===== src/rtl/axi4_pixel_ingress.sv =====
// Purpose : AXI4 write slave that buffers W beats as 256-bit pixel groups in a
//           first-word-fall-through FIFO and counts popped groups per frame.
// Ports   : AW/W/B AXI4 write channels (m_*), pg_* pixel-group stream out,
//           beat_cnt_o / frame_done_o frame progress. Clock ACLK_i, sync active-low ARESETn_i.
// Latency : a beat accepted at edge N is on pg_data_o after edge N if the FIFO was empty.
// Backpr. : WREADY drops while the FIFO is full; pg_ready_i low holds the head entry.
module axi4_pixel_ingress #(
    parameter int MST_ID_W         = 3,
    parameter int DATA_WIDTH       = 256,
    parameter int ADDR_WIDTH       = 32,
    parameter int TRANS_DATA_LEN_W = 8,
    parameter int TRANS_WR_RESP_W  = 2,
    parameter int FIFO_DEPTH       = 4,
    parameter int FRAME_BEATS      = 2400
) (
    input  logic                            ACLK_i,
    input  logic                            ARESETn_i,
    // write-address channel
    input  logic [MST_ID_W-1:0]             m_AWID_i,
    input  logic [ADDR_WIDTH-1:0]           m_AWADDR_i,
    input  logic [TRANS_DATA_LEN_W-1:0]     m_AWLEN_i,
    input  logic                            m_AWVALID_i,
    output logic                            m_AWREADY_o,
    // write-data channel
    input  logic [DATA_WIDTH-1:0]           m_WDATA_i,
    input  logic                            m_WLAST_i,
    input  logic                            m_WVALID_i,
    output logic                            m_WREADY_o,
    // write-response channel
    output logic [MST_ID_W-1:0]             m_BID_o,
    output logic [TRANS_WR_RESP_W-1:0]      m_BRESP_o,
    output logic                            m_BVALID_o,
    input  logic                            m_BREADY_i,
    // pixel-group stream
    output logic [DATA_WIDTH-1:0]           pg_data_o,
    output logic                            pg_valid_o,
    input  logic                            pg_ready_i,
    // frame progress
    output logic [$clog2(FRAME_BEATS)-1:0]  beat_cnt_o,
    output logic                            frame_done_o
);

    localparam int BC_W  = $clog2(FRAME_BEATS);
    localparam int PTR_W = $clog2(FIFO_DEPTH);

    typedef enum logic [1:0] {
        IDLE = 2'd0,
        DATA = 2'd1,
        RESP = 2'd2
    } state_t;

    state_t                         state_q, state_d;
    logic [MST_ID_W-1:0]            id_q, id_d;
    logic [TRANS_DATA_LEN_W-1:0]    len_q, len_d;
    logic [TRANS_DATA_LEN_W-1:0]    bidx_q, bidx_d;
    logic                           err_q, err_d;

    logic                           aw_rdy, w_rdy, b_vld;
    logic                           beat_is_len;

    // FIFO storage; pointers carry one extra wrap bit to tell full from empty
    logic [DATA_WIDTH-1:0]          mem_q [FIFO_DEPTH];
    logic [PTR_W:0]                 wr_ptr_q, rd_ptr_q;
    logic                           fifo_full, fifo_empty;
    logic                           push, pop;

    logic [BC_W-1:0]                beat_cnt_q;
    logic                           frame_done_q;

    // The write address carries no information for a streaming sink.
    logic                           unused_awaddr;
    assign unused_awaddr = ^m_AWADDR_i;

    assign fifo_empty  = (wr_ptr_q == rd_ptr_q);
    assign fifo_full   = (wr_ptr_q[PTR_W] != rd_ptr_q[PTR_W]) &&
                         (wr_ptr_q[PTR_W-1:0] == rd_ptr_q[PTR_W-1:0]);
    assign beat_is_len = (bidx_q == len_q);

    // Full blocks a push even when the head is popped in the same cycle,
    // keeping WREADY independent of pg_ready_i.
    assign push = m_WVALID_i & w_rdy;
    assign pop  = pg_valid_o & pg_ready_i;

    always_comb begin
        state_d = state_q;
        id_d    = id_q;
        len_d   = len_q;
        bidx_d  = bidx_q;
        err_d   = err_q;
        aw_rdy  = 1'b0;
        w_rdy   = 1'b0;
        b_vld   = 1'b0;
        case (state_q)
            IDLE: begin
                aw_rdy = ARESETn_i;
                if (m_AWVALID_i && aw_rdy) begin
                    id_d    = m_AWID_i;
                    len_d   = m_AWLEN_i;
                    bidx_d  = '0;
                    err_d   = 1'b0;
                    state_d = DATA;
                end
            end
            DATA: begin
                w_rdy = ARESETn_i && !fifo_full;
                if (m_WVALID_i && w_rdy) begin
                    bidx_d = bidx_q + 1'b1;
                    // Either WLAST or the announced length closes the burst;
                    // disagreement between the two is a protocol error.
                    if (m_WLAST_i || beat_is_len) begin
                        err_d   = m_WLAST_i ^ beat_is_len;
                        state_d = RESP;
                    end
                end
            end
            RESP: begin
                b_vld = ARESETn_i;
                if (m_BREADY_i && b_vld) begin
                    state_d = IDLE;
                end
            end
            default: state_d = IDLE;
        endcase
    end

    always_ff @(posedge ACLK_i) begin
        if (!ARESETn_i) begin
            state_q      <= IDLE;
            id_q         <= '0;
            len_q        <= '0;
            bidx_q       <= '0;
            err_q        <= 1'b0;
            wr_ptr_q     <= '0;
            rd_ptr_q     <= '0;
            beat_cnt_q   <= '0;
            frame_done_q <= 1'b0;
        end else begin
            state_q      <= state_d;
            id_q         <= id_d;
            len_q        <= len_d;
            bidx_q       <= bidx_d;
            err_q        <= err_d;
            frame_done_q <= 1'b0;
            if (push) begin
                wr_ptr_q <= wr_ptr_q + 1'b1;
            end
            if (pop) begin
                rd_ptr_q <= rd_ptr_q + 1'b1;
                if (beat_cnt_q == BC_W'(FRAME_BEATS - 1)) begin
                    beat_cnt_q   <= '0;
                    frame_done_q <= 1'b1;
                end else begin
                    beat_cnt_q   <= beat_cnt_q + 1'b1;
                end
            end
        end
    end

    // Storage needs no reset: the pointers define which entries are live.
    always_ff @(posedge ACLK_i) begin
        if (push) begin
            mem_q[wr_ptr_q[PTR_W-1:0]] <= m_WDATA_i;
        end
    end

    // Outputs are forced to zero while reset is held so nothing stale leaks out.
    assign m_AWREADY_o  = aw_rdy;
    assign m_WREADY_o   = w_rdy;
    assign m_BVALID_o   = b_vld;
    assign m_BID_o      = b_vld ? id_q : '0;
    assign m_BRESP_o    = (b_vld && err_q) ? TRANS_WR_RESP_W'(2) : '0;
    assign pg_valid_o   = ARESETn_i & ~fifo_empty;
    assign pg_data_o    = pg_valid_o ? mem_q[rd_ptr_q[PTR_W-1:0]] : '0;
    assign beat_cnt_o   = ARESETn_i ? beat_cnt_q : '0;
    assign frame_done_o = ARESETn_i & frame_done_q;

endmodule


===== config.mk =====
export PLATFORM = sky130hd
export DESIGN_NAME = axi4_pixel_ingress
export DESIGN_NICKNAME = d
export VERILOG_FILES = /design/src/rtl/axi4_pixel_ingress.sv
export SDC_FILE = /design/constraint.sdc
export NUM_CORES = 1
export LEC_CHECK = 0
export ABC_AREA = 1
export CAP_MARGIN = 20
export CORE_AREA = 2 2 275 277
export DETAILED_ROUTE_END_ITERATION = 8
export DIE_AREA = 0 0 277 279
export DONT_BUFFER_PORTS = 1
export PLACE_DENSITY = 0.72
export REMOVE_ABC_BUFFERS = 1
export SLEW_MARGIN = 10
export SYNTH_ARGS = -nofsm -noshare
export SYNTH_HDL_FRONTEND = slang
export SYNTH_SLANG_ARGS = --single-unit

===== constraint.sdc =====
create_clock -name ACLK_i -period 12.9 [get_ports ACLK_i]
set_clock_uncertainty 0.1 [all_clocks]
set_input_delay 1.29 -clock ACLK_i [delete_from_list [all_inputs] [get_ports ACLK_i]]
set_output_delay 1.29 -clock ACLK_i [all_outputs]
set_load 0.01 [all_outputs]

[Word level (Yosys, flattened, before mapping)]
Memory sizes are Yosys's and may differ from the RTL's. A register that Yosys moved wholly into a read port is not among the register bits.
Cells that the tools add are included.
Cells by class
  bitwise logic cells: 6
  reduce and logical (&&, ||, !) cells: 15
  muxes and demuxes: 25
  $add $sub $neg: 4
  eq/ne operators: 11
Operator list (number)
  256-bit 2-to-1 mux: 1
  12-bit 2-to-1 mux: 2
  8-bit 2-to-1 mux: 2
  8-bit one-hot mux with 2 select lines: 1
  2-bit 2-to-1 mux: 7
  12-bit by 1-bit adder with 12-bit output (second input constant): 1
  12-bit == test (second input constant): 1
  1-bit 2-to-1 mux: 9
  8-bit by 1-bit adder with 8-bit output (second input constant): 1
  8-bit == test: 1
  2-bit inequality test (second input constant): 4
  4-bit AND reduction: 2
  3-bit by 1-bit adder with 3-bit output (second input constant): 2
  1-bit logical AND: 6
  2-bit one-hot mux with 3 select lines: 1
  1-bit bitwise AND: 4
  2-bit AND reduction: 2
  3-bit == test: 1
  3-bit 2-to-1 mux: 1
  3-bit AND reduction: 1
  2-bit by 1-bit == test with 1-bit output (second input constant): 1
  2-bit == test: 1
  2-bit == test (second input constant): 1
  2-bit logical NOT: 1
  other kinds (7): 7
Word-level totals
  memories: 1
  bits in registers: 41
  memory bits (writable): 1024
  word-level logic and storage cells: 71
  output and inout bits: 278
Memory list
  mem_q: words 4, width 256, read ports 1, clocked after Yosys merged registers in 1, wr ports 1, RTL line 62  | logic [DATA_WIDTH-1:0] mem_q [FIFO_DEPTH];

[Depth between registers and ports, before layout]
  depth after elaboration: 8
  gate-level depth with buffers: 12
  mapped depth without buffers: 12

[Least setup slack after synthesis]
OpenSTA, ideal clock, no wires.
  path type: in2reg
  from: input ARESETn_i
  to: memory mem_q[0][0], enable pin
  library setup time: 0.877 ns
  slack: -0.413 ns
  stages: 4
  arrival: 12.336 ns
  cell sequence: buf_4 nand4_1 buf_2 nor2_1
On the way
  longest elaborated chain between the ends: 5
RTL lines
  from (decl): RTL line 17  | input logic ARESETn_i,
  1-bit logical AND: RTL line 105  | w_rdy = ARESETn_i && !fifo_full;
  1-bit 2-to-1 mux: RTL line 93  | case (state_q)
  1-bit bitwise AND: RTL line 81  | assign push = m_WVALID_i & w_rdy;
  1-bit 2-to-1 mux: RTL line 161  | if (push) begin
  1-bit 2-to-1 mux (implied by the code): RTL line 162  | mem_q[wr_ptr_q[PTR_W-1:0]] <= m_WDATA_i;
  to (decl): RTL line 62
Every way passes these cells.

==> impl_metrics.py <==
metrics = {
    "critical_path": {
        "critPathKind": "flop to output port",
        "worstPathRequired_ns": 11.51,
        "startpoint_type": "flop",
        "rr_worst_depth": 8,
        "crit_path_end_kind": "output port",
        "worstPathArrival_ns": 4.05,
        "crit_fanout": 74,
    },
    "final_layout": {
        "syn2layout_area_growth_pct": 9.658,
        "fin_nets": 3627,
        "final_util_pct": 62.03,
        "final_area_um2": 45940,
        "fill_cells": 5257,
        "final_cells": 4364,
        "layout-drive-gt1-share_pct": 5.804,
    },
    "logic_synthesis": {
        "ys_ff_latch": 1067,
        "synth_area_leaders": "edfxtp_1 (73%), nor2_1 (9.5%), o21ai_0 (6.3%)",
        "synth_compound_area_share_pct": 9.762,
        "yosysWarnings": 0,
        "synth.distinct_cells": 33,
        "synth_mux_area_share_pct": 0,
        "synth_simple_gate_area_share_pct": 11.22,
        "syn_avg_cell_area_um2": 12.36,
        "yosysTopAreaCellShare_pct": 73.39,
        "netlist_area_um2": 41900,
        "synth-adder-area-share_pct": 0.2389,
        "synthCells": 3390,
        "synth_top_family_by_area": "simple AND/OR/NAND/NOR gates",
        "synth_xor_area_share_pct": 0.3554,
        "synth_area_leader_cell": "edfxtp_1",
        "seq_area_frac_synth_pct": 75.45,
    },
    "sta": {
        "tightest_slew_ns": 1.387,
        "finalSetupTns_ns": 0,
        "finalHoldViolations": 0,
        "slew_violations": 0,
        "min_period_ns": 5.440,
        "fin_crit_sh_pct": 42.17,
        "slew_headroom_pct": 7.535,
        "hold_slack_ns": 0.3952,
        "rsz0062_at_grt": "false",
        "fmax_mhz": 183.8,
        "setup_violations": 0,
        "finalWorstSetupSlack_ns": 7.460,
    },
    "status": {
        "status": "complete, no violations",
    },
    "clock_tree": {
        "clk_latency_ns": 0.66,
        "post_cts_buffers": 0,
        "ctsHoldBuffers": 0,
        "clk_pin_slew_ns": 0.06,
        "numCtsBuffers": 104,
        "cts_tree": "built",
        "cts-root-buf": "clkbuf_16",
        "cts-resized-gates": 0,
        "cts_sinks": 1067,
        "cts_max_level": 3,
        "clk_path_buf_depth": 3,
    },
    "grt": {
        "grt_usage_pct": 24.40,
        "met3_usage_pct": 6.828,
        "grt.overflow.total": 0,
        "met2_usage_pct": 40.94,
        "antenna_found_initial": 1,
        "grt.busiest_layer": "met2",
        "use_met1_pct": 29.30,
        "grt_max_degree": 273,
        "grt_pass1_wl_mm": 145.5,
        "grt_pass1_vias": 25050,
    },
    "die": {
        "io_pins": 584,
        "die_area_um2": 77280,
        "start_util_pct": 56.56,
        "rows": 100,
        "core-area_um2": 74070,
        "die_h_um": 279,
        "die_w_um": 277,
    },
    "route": {
        "num_vias": 25900,
        "wl_per_cell_um": 22.21,
        "dr.pass1.iters": 8,
        "ant_nets": 0,
        "routed_via_density": 5.934,
        "routed_wl_mm": 96.94,
        "drc": 0,
        "drt_first_iter_violations": 2713,
    },
    "hold_path": {
        "worstHoldPathCells": 2,
        "hold_class": "flop to flop",
    },
    "place": {
        "port_buffers": 0,
        "dp.cells": 4174,
        "dpl.hpwl_mm": 53.96,
        "placed_cell_area_um2": 42370,
        "gp_congestion": 0.8231,
        "pre_cts_ws_ns": 7.456,
    },
    "power_and_ir_drop": {
        "peakVddDrop_mv": 0.1930,
        "p_total_mw": 7.477,
        "power_density_nw_per_um2": 162.7,
        "p_leak_nw": 15.21,
    },
    "flow_run": {
        "drv_cap": 0,
    },
}
## per-layer routing
layer	share of wire, %	vias to the layer above
met5	0	-
met4	4.8	0
met3	9.2	230
met2	50	1171
met1	36	12710
li1	-	11780
## layout make-up
class | instances | area [µm²] | share of cell area, %
tap | 969 | 1212 | 2.639
clock inverter | 56 | 698.2 | 1.520
clock buffer | 131 | 2818 | 6.133
multi-input combinational | 2059 | 9074 | 19.75
inverter | 53 | 221.5 | 0.4820
sequential | 1067 | 31620 | 68.82
antenna | 1 | 2.502 | 0.005447
timing repair buffer | 28 | 300.3 | 0.6536
## critical path: stages (launching register included)
cell and delay (ns):
dfxtp_4 0.81, buf_4 0.73, buf_4 0.76, nor2_1 0.11, nor2_1 0.12, o21ai_0 0.10
a21oi_1 0.69
## registers in the layout, indices dropped and copies added (netlist names), 2 cells and up, named ones only
name,cells
state_q,2
wr_ptr_q,3
len_q,8
mem_q,1024
id_q,3
bidx_q,8
beat_cnt_q,12
rd_ptr_q,3
## kinds of logic (layout without fill, tap and decap cells)
logic type,count (synthesis),count (layout)
AND/OR/NAND/NOR,1217,1217
flip-flops,1067,1067
XOR/XNOR,17,17
AO/OA/AOI/OAI,816,816
buffers and inverters,264,268
other,1,2
adder cells (fa/ha/maj),8,8
## Yosys cell counts, drive strengths merged
| cell type | n |
|---|---|
| xor2 | 17 |
| clkbuf | 76 |
| nor4 | 4 |
| nand3b | 1 |
| o21ai | 534 |
| nor3b | 1 |
| nor3 | 8 |
| a21oi | 281 |
| inv | 51 |
| nand2 | 106 |
| dfxtp | 43 |
| nand3 | 20 |
| buf | 135 |
| o21bai | 1 |
| edfxtp | 1024 |
| ha | 8 |
| clkinv | 2 |
| conb | 1 |
| nand4 | 7 |
| nor2 | 1070 |
## report_power, final
group / total [mW] / internal (mW) / switching, mW
logic: 0.531 / 0.121 / 0.410
clock network: 3.05 / 1.79 / 1.26
registers: 3.89 / 3.87 / 0.0267
total: 7.48 / 5.78 / 1.70
## worst paths after layout
kind | start | to | slack (ns)
max | flop | pg_data_o[56] | 7.46
min | rd_ptr_q[2] | rd_ptr_q[2] | 0.40
max reg2reg | rd_ptr_q[0] | mem_q[0][193] | 8.08
min reg2reg | rd_ptr_q[2] | rd_ptr_q[2] | 0.40
## layout by cell type (no fill, tap or decap), drive strengths merged
cell type / Yosys / final
nand4: 7 / 7
nor2: 1070 / 1070
dfxtp: 43 / 43
diode: 0 / 1
bufinv: 0 / 12
nand2: 106 / 106
nand3: 20 / 20
nor3: 8 / 8
inv: 51 / 54
nand3b: 1 / 1
edfxtp: 1024 / 1024
o21ai: 534 / 534
clkinvlp: 0 / 2
nor3b: 1 / 1
ha: 8 / 8
buf: 135 / 28
nor4: 4 / 4
clkinv: 2 / 41
xor2: 17 / 17
o21bai: 1 / 1
a21oi: 281 / 281
clkbuf: 76 / 131
conb: 1 / 1
Note: power is estimated with default switching activity, not from simulation.
